File: config.mk
export PLATFORM = sky130hd
export DESIGN_NAME = lut_sram_arbiter
export DESIGN_NICKNAME = d
export VERILOG_FILES = /design/src/rtl/lut_pkg.sv /design/src/rtl/rd_tag_pipe.sv /design/src/rtl/lut_sram_arbiter.sv
export SDC_FILE = /design/constraint.sdc
export NUM_CORES = 1
export LEC_CHECK = 0
export BUFFER_PORTS_ARGS = -buffer_cell sky130_fd_sc_hd__buf_2
export CORE_ASPECT_RATIO = 1.5
export CORE_UTILIZATION = 49
export CTS_CLUSTER_DIAMETER = 40
export CTS_CLUSTER_SIZE = 16
export DETAILED_ROUTE_END_ITERATION = 8
export GPL_TIMING_DRIVEN = 0
export HOLD_SLACK_MARGIN = 0.12
export PLACE_DENSITY_LB_ADDON = 0.25
export RECOVER_POWER = 25
export SLEW_MARGIN = 5
export SYNTH_ARGS = -nofsm -noshare
export SYNTH_HDL_FRONTEND = slang
export SYNTH_SLANG_ARGS = --single-unit
File: constraint.sdc
create_clock -name clk -period 4.05 [get_ports clk]
set_clock_uncertainty 0.2 [all_clocks]
set_input_delay 1.215 -clock clk [delete_from_list [all_inputs] [get_ports clk]]
set_output_delay 1.215 -clock clk [all_outputs]
set_load 0.01 [all_outputs]
File: src/rtl/lut_pkg.sv
// rtl/lut_pkg.sv - shared types and defaults for the lookup-SRAM arbiter
package lut_pkg;

  localparam int AW_DEF = 16;
  localparam int DW_DEF = 16;

  typedef enum logic [1:0] {
    IDLE  = 2'd0,
    SERVE = 2'd1,
    LOAD  = 2'd2,
    DRAIN = 2'd3
  } state_t;

  localparam logic CH0 = 1'b0;
  localparam logic CH1 = 1'b1;

  typedef struct packed {
    logic valid;
    logic ch;
  } rd_tag_t;

  function automatic logic [1:0] ch_onehot(input logic ch);
    return ch ? 2'b10 : 2'b01;
  endfunction

endpackage

File: src/rtl/rd_tag_pipe.sv
// rtl/rd_tag_pipe.sv - delays the {valid, channel} tag of each read grant to line up with SRAM data
module rd_tag_pipe
  import lut_pkg::*;
#(
  parameter int RD_LAT = 1
) (
  input  logic       clk,
  input  logic       rst,
  input  rd_tag_t    tag_in,
  output logic       cap_en,
  output logic [1:0] rd_valid
);

  // Stage k is visible k+1 cycles after the grant; stage RD_LAT-1 is the cycle sram_dout holds the word.
  rd_tag_t [RD_LAT:0] stage;

  always_ff @(posedge clk or posedge rst) begin
    if (rst) begin
      stage <= '0;
    end else begin
      stage <= {stage[RD_LAT-1:0], tag_in};
    end
  end

  always_comb begin
    cap_en   = stage[RD_LAT-1].valid;
    rd_valid = stage[RD_LAT].valid ? ch_onehot(stage[RD_LAT].ch) : 2'b00;
  end

endmodule

File: src/rtl/lut_sram_arbiter.sv
// rtl/lut_sram_arbiter.sv - owns the lookup SRAM: loader writes with absolute priority, two readers round-robin
module lut_sram_arbiter
  import lut_pkg::*;
#(
  parameter int AW     = AW_DEF,
  parameter int DW     = DW_DEF,
  parameter int RD_LAT = 1
) (
  input  logic          clk,
  input  logic          rst,
  input  logic          ld_busy,
  input  logic          ld_wen,
  input  logic [AW-1:0] ld_addr,
  input  logic [DW-1:0] ld_wdata,
  input  logic [1:0]    rd_req,
  input  logic [AW-1:0] rd_addr0,
  input  logic [AW-1:0] rd_addr1,
  output logic [1:0]    rd_gnt,
  output logic [1:0]    rd_valid,
  output logic [DW-1:0] rd_data,
  output logic          sram_wen,
  output logic [AW-1:0] sram_addr,
  output logic [DW-1:0] sram_wdata,
  input  logic [DW-1:0] sram_dout,
  output logic          load_done
);

  state_t        state, state_nxt;
  logic          last_ch;
  logic [1:0]    gnt;
  logic          gnt_ch;
  logic          cmd_wen;
  logic [AW-1:0] cmd_addr;
  logic [DW-1:0] cmd_wdata;
  rd_tag_t       tag_in;
  logic          cap_en;

  always_ff @(posedge clk or posedge rst) begin
    if (rst) begin
      state <= IDLE;
    end else begin
      state <= state_nxt;
    end
  end

  // ld_busy is tested ahead of reads in every state so the loader never waits on the readers.
  always_comb begin
    state_nxt = state;
    case (state)
      IDLE: begin
        if (ld_busy)      state_nxt = LOAD;
        else if (|rd_req) state_nxt = SERVE;
      end
      SERVE: begin
        if (ld_busy)                    state_nxt = LOAD;
        else if ((rd_req & ~gnt) == '0) state_nxt = IDLE;
      end
      LOAD: begin
        if (!ld_busy) state_nxt = DRAIN;
      end
      DRAIN:   state_nxt = IDLE;
      default: state_nxt = IDLE;
    endcase
  end

  always_comb begin
    gnt       = 2'b00;
    gnt_ch    = last_ch;
    cmd_wen   = 1'b0;
    cmd_addr  = sram_addr;
    cmd_wdata = sram_wdata;
    if (state == SERVE && !ld_busy) begin
      case (rd_req)
        2'b01:   gnt_ch = CH0;
        2'b10:   gnt_ch = CH1;
        2'b11:   gnt_ch = ~last_ch;
        default: gnt_ch = last_ch;
      endcase
      if (|rd_req) begin
        gnt      = ch_onehot(gnt_ch);
        cmd_addr = gnt_ch ? rd_addr1 : rd_addr0;
      end
    end else if (state == LOAD) begin
      cmd_wen   = ld_wen & ld_busy;
      cmd_addr  = ld_addr;
      cmd_wdata = ld_wdata;
    end
    tag_in.valid = |gnt;
    tag_in.ch    = gnt_ch;
  end

  assign rd_gnt    = gnt;
  assign load_done = (state == DRAIN);

  // Pointer holds the last granted channel; reset to CH1 so channel 0 wins the first tie.
  always_ff @(posedge clk or posedge rst) begin
    if (rst) begin
      last_ch <= CH1;
    end else if (|gnt) begin
      last_ch <= gnt_ch;
    end
  end

  always_ff @(posedge clk or posedge rst) begin
    if (rst) begin
      sram_wen   <= 1'b0;
      sram_addr  <= '0;
      sram_wdata <= '0;
    end else begin
      sram_wen   <= cmd_wen;
      sram_addr  <= cmd_addr;
      sram_wdata <= cmd_wdata;
    end
  end

  always_ff @(posedge clk or posedge rst) begin
    if (rst) begin
      rd_data <= '0;
    end else if (cap_en) begin
      rd_data <= sram_dout;
    end
  end

  rd_tag_pipe #(
    .RD_LAT(RD_LAT)
  ) u_tag_pipe (
    .clk     (clk),
    .rst     (rst),
    .tag_in  (tag_in),
    .cap_en  (cap_en),
    .rd_valid(rd_valid)
  );

endmodule

==> results.txt <==
status: complete, no violations
sequential cell area fraction in the yosys report: 0.525
first-pass GRT wire length: 10800 µm
Power, Total: 2320 µW
GRT overflow: 0
critical path's slowest cell: nor2_2
clk buf depth: 2
port buffer count: 139
Core ar.: 5200 µm²
Ports: 140
Flop pwr share: 0.408
syn nets: 321
die width: 62.3 µm
Clock Tree Root: clkbuf_8
number of H-tree levels: 2
Die Y: 92.4 µm
max-slew violations: 0
pre-CTS setup slack: 0.106 ns
Area Overhead vs Synth: 34.1%
P_leak: 0.00173 µW
via/cell ratio: 5.56
most frequent cells in the layout: 145 x buf_2, 55 x dfrtp_1, 19 x inv_1
sw frac: 0.371
DR vias: 2500
register area: 1400 µm²
Clk Latency, worst-skew pair: 0.31 ns
cts bufs inserted: 5
DR DRC count: 0
CP max FO: 10
FILL cells: 434
final instance area: 3580 µm²
initial antenna violation count: 0
multi-input combinational cell area: 1090 µm²
f_max: 0.258 GHz
vias in the first global route: 2440
# setup viols final: 0
CTS clk-pin slew, worst paths: 0.11 ns
CTS Sinks: 56
Largest stage delay, worst path: 0.43 ns
Cell Area, Placed: 3470 µm²
Mapped Area: 2670 µm²
final worst-path cycle share: 0.956
placed wire-length estimate: 5030 µm
pwr/cell area: 649 nW/µm²
critical path cell sequence: buf_2 > nor2_2 > clkbuf_2 > nor2_1 > and2_1 > buf_2
Worst Path Arrival: 2.46 ns
syn avg cell area: 11.4 µm²
worst hold-check path type: flip-flop to flip-flop
# nets final: 467
Startpoint Class: input port
Synth Warn #: 0
final WL: 6740 µm
Post CTS Setup Buffer Count: 0
Hold Fails Final Rpt: 0
CP required: 2.63 ns
Worst IR Drop VDD: 342 µV
final worst slack: 0.179 ns
RSZ-0062 raised after global routing: false
most common cell after layout, fill and taps aside: buf_2
diode count: 0
DR WL/cell: 15.0 µm
TNS Setup: 0 ns
clock share of power: 0.161
CP Class: input port to output pin
most frequent CP cell: buf_2
Synth Register Bits: 56
FP Rows: 32
max_cap viols: 0
largest net degree at the start of global routing: 32
fin util: 0.688
GRT Total Usage: 0.237
Distinct cells, synth: 30
combinational fraction of design power: 0.431
gpl congestion: 0.857
die area: 5750 µm²
Internal: 1460 µW
Max-slew headroom: 0.353
post-route ant nets: 0
worst-margin pin slew: 0.969 ns
Post-Synthesis Cells: 235
initial core utilization: 0.513
CP endpoint kind: output pin
Sw Pwr: 862 µW
starting DRC count in detailed routing: 160
CTS tree: built
Final min period: 3.87 ns
share of layout cells above drive strength 1: 0.466
Initial DRT Pass Iterations: 4
hold_buf cts: 0
[cell families (layout without fill, tap and decap cells)]
family | count (synthesis) | count (layout) | synth area share
buffers and inverters | 41 | 188 | 0.0647
AOI/OAI and AO/OA | 55 | 55 | 0.160
muxes | 32 | 32 | 0.135
and+or+nand+nor | 51 | 51 | 0.115
DFF | 56 | 56 | 0.525
[worst paths after layout]
kind                                startpoint             endpoint  slack (ns)  cells after the start
max                                  rd_req[1]            rd_gnt[0]        0.18                      6
min                        u_tag_pipe.stage[0]  u_tag_pipe.stage[2]        0.15                      0
max reg2reg                           state[1]         sram_addr[4]        1.97                      5
min reg2reg                u_tag_pipe.stage[0]  u_tag_pipe.stage[2]        0.15                      0
max in group asynchronous                  rst              last_ch        1.99                      3
min in group asynchronous                  rst          rd_data[15]        0.91                      2
[stage by stage]
stage | instances | hold slack [ns]
global placement | 442 | 0.135
floorplan | 235 | 0.131
CTS | 451 | 0.160
detailed placement | 443 | 0.141
global route | 450 | 0.152
finish | 450 | 0.152
[final cells by class]
| cell class | instances | area share |
|---|---|---|
| Clock buffer | 5 | 0.0192 |
| Clock inverter | 3 | 0.0133 |
| Timing Repair Buffer | 140 | 0.200 |
| Sequential cell | 56 | 0.392 |
| Tap cell | 68 | 0.0238 |
| Inverter | 19 | 0.0199 |
| Multi-Input combinational cell | 138 | 0.306 |
| Buffer | 21 | 0.0266 |
[registers in the layout, indices dropped and copies added, names as in the netlist]
signal,cells
last_ch,1
u_tag_pipe.cap_en,1
sram_wdata,16
u_tag_pipe.stage,3
state,2
sram_addr,16
sram_wen,1
rd_data,16
[synthesized netlist by cell type (all sizes together)]
cell type,number,area share
a21o,1,0.0028
a21oi,1,0.0019
a32oi,16,0.052
and2,3,0.0070
and2b,1,0.0028
and3,1,0.0023
buf,12,0.024
clkbuf,10,0.014
dfrtp,55,0.52
dfstp,1,0.0098
inv,19,0.027
mux2,32,0.13
nand2,3,0.0042
nand2b,1,0.0023
nand4,16,0.037
nor2,5,0.0080
nor2b,18,0.042
nor3,1,0.0019
o2111ai,16,0.052
o21a,1,0.0056
o21ai,4,0.0075
o22ai,16,0.037
or2,1,0.0023
or3b,1,0.0042
[timing repair]
item                                    CTS  global route
endpoints found under the hold margin     0             0
resized for setup                         0             2
endpoints found under the setup margin    0             2
[power by group through the flow]
| stage | sequential [µW] | combinational, µW | clock [µW] |
|---|---|---|---|
| floorplan | 1080 | 477 | 0 |
| global placement | 946 | 990 | 0 |
| detailed placement | 962 | 1010 | 0 |
| CTS | 951 | 1010 | 381 |
| global route | 986 | 1090 | 400 |
| finish | 949 | 1000 | 374 |
[layer usage]
layer  GRT usage  vias up  routed length [µm]
met5           0        -                   0
met4      0.0872        0                 162
met3      0.0283       13                 443
met2       0.454      132                3510
met1       0.266     1182                2630
li1            -     1173                   -
[critical path, delay by kind of cell]
| kind | cells | cell delay (ns) |
|---|---|---|
| buffers and inverters | 3 | 0.59 |
| AND/OR/NAND/NOR | 3 | 0.65 |
No activity file was read; power rests on OpenSTA's default activity.
